File: src/rtl/w_74hc161_updown_counter_pkg.sv
// Shared constants and helpers for the 74HC161/191-style up/down counter.
// Holds direction encodings, default WIDTH/MOD values and the TOP calculation.
package w_74hc161_updown_counter_pkg;

  localparam logic W74_UP = 1'b1;
  localparam logic W74_DN = 1'b0;

  localparam int DEF_WIDTH = 4;
  localparam int DEF_MOD   = 10;

  // Terminal count: MOD-1 in modulo mode, all-ones in binary mode.
  function automatic int top_value(input int width, input int mod, input bit mod_en);
    if (mod_en) return mod - 1;
    else        return (1 << width) - 1;
  endfunction

endpackage

File: src/rtl/w_74hc161_next.sv
// Combinational next-count value for the up/down counter, given the current
// state, direction and terminal count. Load/enable priority lives in the top.
module w_74hc161_next
  import w_74hc161_updown_counter_pkg::*;
#(
  parameter int WIDTH = DEF_WIDTH
) (
  input  logic [WIDTH-1:0] q_i,
  input  logic             up_i,
  input  logic [WIDTH-1:0] top_i,
  output logic [WIDTH-1:0] q_next_o
);

  // Up uses >= so an out-of-range value above TOP recovers to 0 in one count;
  // down from above TOP simply decrements.
  always_comb begin
    q_next_o = q_i;
    if (up_i == W74_UP) begin
      if (q_i >= top_i) q_next_o = '0;
      else              q_next_o = q_i + 1'b1;
    end else begin
      if (q_i == '0)    q_next_o = top_i;
      else              q_next_o = q_i - 1'b1;
    end
  end

endmodule

File: src/rtl/w_74hc161_updown_counter.sv
// Presettable, cascadable up/down counter (74HC161/191 style) with async clear.
// Define W_74HC161_MOD_EN to build a modulo-MOD counter instead of full binary.
module w_74hc161_updown_counter
  import w_74hc161_updown_counter_pkg::*;
#(
  parameter int WIDTH = DEF_WIDTH,
  parameter int MOD   = DEF_MOD
) (
  input  logic             clk,
  input  logic             r,
  input  logic             ld_n,
  input  logic             enp,
  input  logic             ent,
  input  logic             up,
  input  logic [WIDTH-1:0] d,
  output logic [WIDTH-1:0] q,
  output logic             rco
);

`ifdef W_74HC161_MOD_EN
  localparam bit MOD_EN = 1'b1;
`else
  localparam bit MOD_EN = 1'b0;
`endif

  localparam logic [WIDTH-1:0] TOP = WIDTH'(top_value(WIDTH, MOD, MOD_EN));

  logic [WIDTH-1:0] q_q;
  logic [WIDTH-1:0] q_d;

  w_74hc161_next #(
    .WIDTH(WIDTH)
  ) u_next (
    .q_i     (q_q),
    .up_i    (up),
    .top_i   (TOP),
    .q_next_o(q_d)
  );

  // Priority: clear > load > count (enp & ent) > hold.
  always_ff @(posedge clk or negedge r) begin
    if (!r) begin
      q_q <= '0;
    end else if (!ld_n) begin
      q_q <= d;
    end else if (enp && ent) begin
      q_q <= q_d;
    end
  end

  assign q = q_q;

  // No enp term: a cascaded stage sees the carry even while counting is paused.
  assign rco = ent & ((up == W74_UP) ? (q_q == TOP) : (q_q == '0));

endmodule

File: config.mk
export PLATFORM = sky130hd
export DESIGN_NAME = w_74hc161_updown_counter
export DESIGN_NICKNAME = d
export VERILOG_FILES = /design/src/rtl/w_74hc161_updown_counter_pkg.sv /design/src/rtl/w_74hc161_next.sv /design/src/rtl/w_74hc161_updown_counter.sv
export SDC_FILE = /design/constraint.sdc
export NUM_CORES = 1
export LEC_CHECK = 0
export ABC_AREA = 0
export ABC_CLOCK_PERIOD_IN_PS = 3100
export CORE_AREA = 3 3 40 42
export DETAILED_ROUTE_END_ITERATION = 10
export DIE_AREA = 0 0 43 45
export GPL_TIMING_DRIVEN = 0
export PLACE_DENSITY = 0.55
export SLEW_MARGIN = 30
export SYNTH_ARGS = -nofsm -noshare
export SYNTH_HDL_FRONTEND = slang
export SYNTH_SLANG_ARGS = --single-unit
File: constraint.sdc
create_clock -name clk -period 3.1 [get_ports clk]
set_input_delay 0.62 -clock clk [delete_from_list [all_inputs] [get_ports clk]]
set_output_delay 0.62 -clock clk [all_outputs]
set_load 0.05 [all_outputs]
==> flow_metrics.env, run 1 <==
export IMPL_chipWidth_um=43
export IMPL_cts_buffers=3
export IMPL_r2r_cells=6
export IMPL_post_drt_wl_per_cell_um=10.7
export IMPL_slowest_delay_ns=0.52
export IMPL_start_kind="input port"
export IMPL_hpwl_um=592
export IMPL_maxCapViolCount=0
export IMPL_drtIter0Drc=4
export IMPL_ant_nets=0
export IMPL_die_area_um2=1940
export IMPL_arrival_ns=2.20
export IMPL_crit_fanout=6
export IMPL_synth_compound_area_frac=0.254
export IMPL_cp_end_kind="primary output"
export IMPL_r2r_end="q[2]"
export IMPL_cts_max_path_buffers=2
export IMPL_report_final_slew_viol_count=0
export IMPL_grt_pass1_wl_um=1280
export IMPL_grt_pass1_vias=298
export IMPL_routed_wl_um=759
export IMPL_avgSynthCellArea_um2=8.13
export IMPL_hp_class="input port to async pin"
export IMPL_outcome="complete, no violations"
export IMPL_routed_via_count=340
export IMPL_power_frac_comb=0.401
export IMPL_hold_viol_final=0
export IMPL_synth_flop_cell="dfrtp_1"
export IMPL_r2r_slack_ns=1.75
export IMPL_clkPwrFrac=0.288
export IMPL_grt_ovfl_total=0
export IMPL_start_util=0.253
export IMPL_grt_use_total=0.0935
export IMPL_slowest_stage="dlygate4sd2_1"
export IMPL_clk_latency_ns=0.24
export IMPL_antennaDiodeCount=0
export IMPL_antenna_found_initial=0
export IMPL_nets=70
export IMPL_synth_top_family_by_area="compound AO/OA/AOI/OAI gates"
export IMPL_synthesis_area_um2=325
export IMPL_place_area_um2=474
export IMPL_setup_viol=0
export IMPL_num_rows=13
export IMPL_ys_async_sr_fraction=1.00
export IMPL_post_cts_buffers=0
export IMPL_port_buffers=13
export IMPL_core_area_um2=1280
export IMPL_firstDrtPassIters=4
export IMPL_critPathRequiredTime_ns=2.48
export IMPL_syn_inst=40
export IMPL_synthAdderAreaFrac=0.0769
export IMPL_switching_share=0.371
export IMPL_fin_setup_tns_ns=0
export IMPL_die_h_um=45
export IMPL_finalWeightedCongestion=0.688
export IMPL_synth_simple_area_share=0.235
export IMPL_synth_edf_count=0
export IMPL_synth_nets=52
export IMPL_vias_per_cell=4.79
export IMPL_ys_ff_latch=4
export IMPL_yosys_top_cells_area="dfrtp_1 (31%), a21oi_1 (9.2%), ha_1 (7.7%)"
export IMPL_clk_pin_slew_ns=0.04
export IMPL_synth_xor_area_frac=0.0808
export IMPL_layout_worst_path_cycle_share=0.908
export IMPL_clock_skew_ns=0.00244
export IMPL_cts_sink_count=4
export IMPL_p_seq_frac=0.311
export IMPL_p_leak_nw=0.208
export IMPL_fmax_ghz=0.355
export IMPL_ys_types=22
export IMPL_yosysWarnings=0
export IMPL_synth_common_cells="a21oi_1 (6), nor2_1 (5), dfrtp_1 (4)"
export IMPL_timing_rr_start="q[1]"
export IMPL_postLayoutCellArea_um2=495
export IMPL_synth_top_cell_area_share=0.308
export IMPL_grt_max_degree=10
export IMPL_muxShareOfSynthArea=0
export IMPL_p_int_w=0.000141
export IMPL_relSlewSlack=0.671
export IMPL_h_tree_depth=1
export IMPL_p_sw_w=0.0000834
export IMPL_irDropWorstVdd_v=0.000259
export IMPL_drive_gt1_frac=0.107
export IMPL_ys_seq_area_frac=0.308
export IMPL_synth_top_area_cell="dfrtp_1"
export IMPL_fin_crit_ns=2.82
export IMPL_cts_root_buf="clkbuf_4"
export IMPL_rsz0062_at_grt="false"
export IMPL_largest_reg_flops=4
export IMPL_synth_most_common_cell="a21oi_1"
export IMPL_worstMarginPinSlew_ns=0.492
export IMPL_crit_chain="clkdlybuf4s50_1, nand2b_1, o31ai_1, and2_1, dlygate4sd2_1"
export IMPL_power_density_nw_per_um2=454
export IMPL_criticalPathCategory="input port to primary output"
export IMPL_drc=0
export IMPL_pin_count=15
export IMPL_cts_tree="done"
export IMPL_area_growth_syn_to_layout_pct=52.3
==> worst max path at each step <==
stage               startpoint  endpoint  slack (ns)
floorplan                 q[1]       rco        0.89
detailed placement          up       rco      -0.006
global route                up       rco        0.19
CTS                         up       rco        0.27
finish                      up       rco        0.28
global placement            up       rco        0.02
==> power by group through the flow <==
stage	Sequential, W	Combinational [W]	Clock (W)
floorplan	0.0000901	0.0000384	0
global placement	0.0000707	0.0000904	0
detailed placement	0.0000708	0.0000907	0
CTS	0.0000701	0.0000907	0.0000685
global route	0.0000717	0.0000985	0.0000730
finish	0.0000699	0.0000901	0.0000648
==> per-stage QoR <==
step | utilization | hold slack (ns) | std cells | setup WS [ns] | power (W)
after global placement | 0.369 | 0.675 | 68 | 0.0244 | 0.000161
final | 0.386 | 0.584 | 71 | 0.284 | 0.000225
after detailed placement | 0.369 | 0.680 | 68 | -0.00576 | 0.000161
after floorplan | - | 0.324 | 40 | 0.888 | 0.000128
after CTS | 0.386 | 0.581 | 71 | 0.273 | 0.000229
after global routing | 0.386 | 0.587 | 71 | 0.186 | 0.000243
==> critical path: cells and delay by family <==
family	cells	cell delay [ns]
and+or+nand+nor	2	0.35
AOI/OAI and AO/OA	1	0.19
buffers and inverters	2	1.03
==> cell type report <==
| cell class | count | area (um^2) |
|---|---|---|
| fill | 151 | 790 |
| multi-input combinational | 32 | 210 |
| timing repair buffer | 13 | 129 |
| sequential | 4 | 100 |
| clock buffer | 3 | 22.5 |
| tap | 15 | 18.8 |
| inverter | 3 | 11.3 |
| buffer | 1 | 3.75 |
==> per-layer routing <==
layer  vias up  share of wire  track usage
met3         2           0.12       0.0558
li1        174              -            -
met5         -              0            0
met4         0         0.0026       0.0542
met1       143           0.44        0.107
met2        21           0.43        0.135
==> cells by family (layout without fill, tap and decap cells) <==
kind of cell	Yosys count	count (layout)
AND/OR/NAND/NOR	14	14
buffers and inverters	4	20
adder cells (fa/ha/maj)	2	2
flip-flops	4	4
AO/OA/AOI/OAI	13	13
XOR/XNOR	3	3
==> placed cells by master, fill, tap and decap left out <==
cell	count
clkdlybuf4s50_1	12
a21oi_1	6
nor2_1	5
dfrtp_1	4
clkbuf_4	3
inv_1	2
nand4_1	2
a31oi_1	2
nand2_1	2
xnor2_1	2
ha_1	2
nand2b_1	1
o31ai_1	1
and2_1	1
nand2b_4	1
inv_2	1
o21ai_0	1
o21ai_1	1
o311a_1	1
buf_1	1
nand3_1	1
nor2b_1	1
o31ai_2	1
xor2_1	1
dlygate4sd2_1	1
==> repair_timing <==
action                                  in CTS  in global routing
hold buffers                                 0                  0
endpoints found under the setup margin       1                  0
resized for setup                            1                  0
Power figures use the tool's default switching activity.
==> run 2, diff against run 1 <==
ABC_CLOCK_PERIOD_IN_PS = 3600   (was 3100)
CTS_CLUSTER_DIAMETER = 40   (was unset)
clock period = 3.6 ns   (was 3.1 ns; I/O delays follow)
==> run 2 against run 1 <==
Effect of this change:
- total power fell by 14%
- critical path depth unchanged
- global-route usage unchanged
- final cell count stayed put
- via count shrank 0.29%
- die area unchanged
- core utilization rose by 0.097 points
- sequential power is 14% lower
- clock power decreased by 14%
- first-iteration DRC count is the same
- hold slack gained 0.10 ns
- sequential cell count did not move
==> flow_metrics.env, run 2 (synthesis results as in run 1) <==
export IMPL_post_drt_wl_per_cell_um=10.8
export IMPL_vias_per_cell=4.77
export IMPL_grt_ovfl_total=0
export IMPL_path_delay_family="buffers and inverters"
export IMPL_power_density_nw_per_um2=390
export IMPL_gr_usage_met2=0.135
export IMPL_area_growth_syn_to_layout_pct=52.7
export IMPL_grt_pass1_wl_um=1280
export IMPL_hp_class="input port to async pin"
export IMPL_p_seq_frac=0.310
export IMPL_drtIter0Drc=4
export IMPL_gr_usage_met1=0.107
export IMPL_chipWidth_um=43
export IMPL_num_rows=13
export IMPL_drc=0
export IMPL_cp_common_cell="clkdlybuf4s50_1"
export IMPL_cts_sink_count=4
export IMPL_routed_wl_um=766
export IMPL_nets=70
export IMPL_slowest_stage="clkdlybuf4s50_1"
export IMPL_cts_buffers=3
export IMPL_worstMarginPinSlew_ns=0.492
export IMPL_post_cts_buffers=0
export IMPL_start_kind="input port"
export IMPL_setup_viol=0
export IMPL_port_buffers=13
export IMPL_cts_max_path_buffers=2
export IMPL_cts_resized=0
export IMPL_routed_via_count=339
export IMPL_antennaDiodeCount=0
export IMPL_largest_reg_flops=4
export IMPL_postLayoutCellArea_um2=497
export IMPL_irDropWorstVdd_v=0.000223
export IMPL_fmax_ghz=0.304
export IMPL_criticalPathCategory="input port to primary output"
export IMPL_switching_share=0.371
export IMPL_ant_nets=0
export IMPL_hold_buffers=0
export IMPL_relSlewSlack=0.671
export IMPL_clkPwrFrac=0.288
export IMPL_die_h_um=45
export IMPL_place_inst=68
export IMPL_die_area_um2=1940
export IMPL_grt_max_degree=10
export IMPL_arrival_ns=2.57
export IMPL_core_area_um2=1280
export IMPL_critPathBufInv=2
export IMPL_power_frac_comb=0.402
export IMPL_grt_pass1_vias=298
export IMPL_clock_skew_ns=0.00244
export IMPL_final_common_cell="clkdlybuf4s50_1"
export IMPL_layout_worst_path_cycle_share=0.915
export IMPL_finalWeightedCongestion=0.688
export IMPL_grt_use_total=0.0935
export IMPL_hpwl_um=592
export IMPL_p_leak_nw=0.204
export IMPL_finish_utilization=0.387
export IMPL_crit_chain="clkdlybuf4s50_1, nand2b_1, o31ai_1, and2_1, clkdlybuf4s50_1"
export IMPL_cts_tree="done"
export IMPL_busiest_layer="met2"
export IMPL_h_tree_depth=1
export IMPL_hold_viol_final=0
export IMPL_p_sw_w=0.0000720
export IMPL_clk_pin_slew_ns=0.04
export IMPL_report_final_slew_viol_count=0
export IMPL_maxCapViolCount=0
export IMPL_cts_root_buf="clkbuf_4"
export IMPL_pin_count=15
export IMPL_firstDrtPassIters=4
export IMPL_fin_setup_tns_ns=0
export IMPL_drive_gt1_frac=0.107
export IMPL_rsz0062_at_grt="false"
export IMPL_cp_end_kind="primary output"
export IMPL_p_int_w=0.000122
export IMPL_instances_no_fill=71
export IMPL_start_util=0.253
export IMPL_critPathRequiredTime_ns=2.88
export IMPL_slowest_delay_ns=0.79
export IMPL_place_area_um2=474
export IMPL_n_fill_cell=150
export IMPL_gr_usage_met3=0.0558
export IMPL_crit_fanout=6
export IMPL_layout_common_cells="clkdlybuf4s50_1 (13), a21oi_1 (6), nor2_1 (5)"
export IMPL_clk_latency_ns=0.24
export IMPL_fin_crit_ns=3.29
export IMPL_outcome="complete, no violations"
export IMPL_antenna_found_initial=0
==> run 2: cell types whose count changed in the layout (fill, tap and decap cells not counted), sizes merged <==
cell | previous run | this run
clkdlybuf4s50 | 12 | 13
dlygate4sd2 | 1 | 0
==> run 2: path summary, 6_finish.rpt <==
| check | from | to | slack, ns | cells past startpoint |
|---|---|---|---|---|
| worst max register to register | q[1] | q[2] | 2.25 | 6 |
| min in group clk | q[3] | q[3] | 0.69 | 2 |
| worst min-delay path | r | q[2] | 0.68 | 1 |
| worst min register to register | q[3] | q[3] | 0.69 | 2 |
| max in group asynchronous | r | q[1] | 2.75 | 1 |
| worst max-delay path | up | rco | 0.31 | 5 |
==> run 2: cell type report <==
cell class | instances | area, um^2 | area share
tap | 15 | 18.8 | 0.0378
clock buffer | 3 | 22.5 | 0.0453
buffer | 1 | 3.75 | 0.00756
timing repair buffer | 13 | 130 | 0.262
multi-input combinational | 32 | 210 | 0.423
sequential | 4 | 100 | 0.202
inverter | 3 | 11.3 | 0.0227
==> run 2: power groups by stage <==
stage | registers (W) | clock network (W) | logic [W]
3_3_place_gp | 0.0000609 | 0 | 0.0000778
4_1_cts | 0.0000604 | 0.0000590 | 0.0000784
6_report | 0.0000602 | 0.0000558 | 0.0000780
5_1_grt | 0.0000617 | 0.0000628 | 0.0000851
3_5_place_dp | 0.0000609 | 0 | 0.0000781
2_1_floorplan | 0.0000776 | 0 | 0.0000331
==> run 2: routing by layer <==
| layer | share of wire | vias up | wire length [um] |
|---|---|---|---|
| met5 | 0 | - | 0 |
| met4 | 0.0026 | 0 | 2 |
| met3 | 0.11 | 2 | 84 |
| met2 | 0.43 | 19 | 331 |
| met1 | 0.45 | 144 | 348 |
| li1 | - | 174 | - |
==> run 2: worst register-to-register path, cell delays in order (launching register included) <==
cell	delay, ns
dfrtp_1	0.43
inv_1	0.12
ha_1	0.17
nand2b_1	0.08
a21oi_1	0.20
xnor2_1	0.14
a21oi_1	0.08
==> run 2: metrics by stage <==
stage / setup WS [ns] / power [W] / hold WS, ns
after floorplan: 1.29 / 0.000111 / 0.424
after global placement: 0.324 / 0.000139 / 0.675
after detailed placement: 0.294 / 0.000139 / 0.680
after CTS: 0.297 / 0.000198 / 0.681
after global routing: 0.208 / 0.000210 / 0.687
final: 0.307 / 0.000194 / 0.684
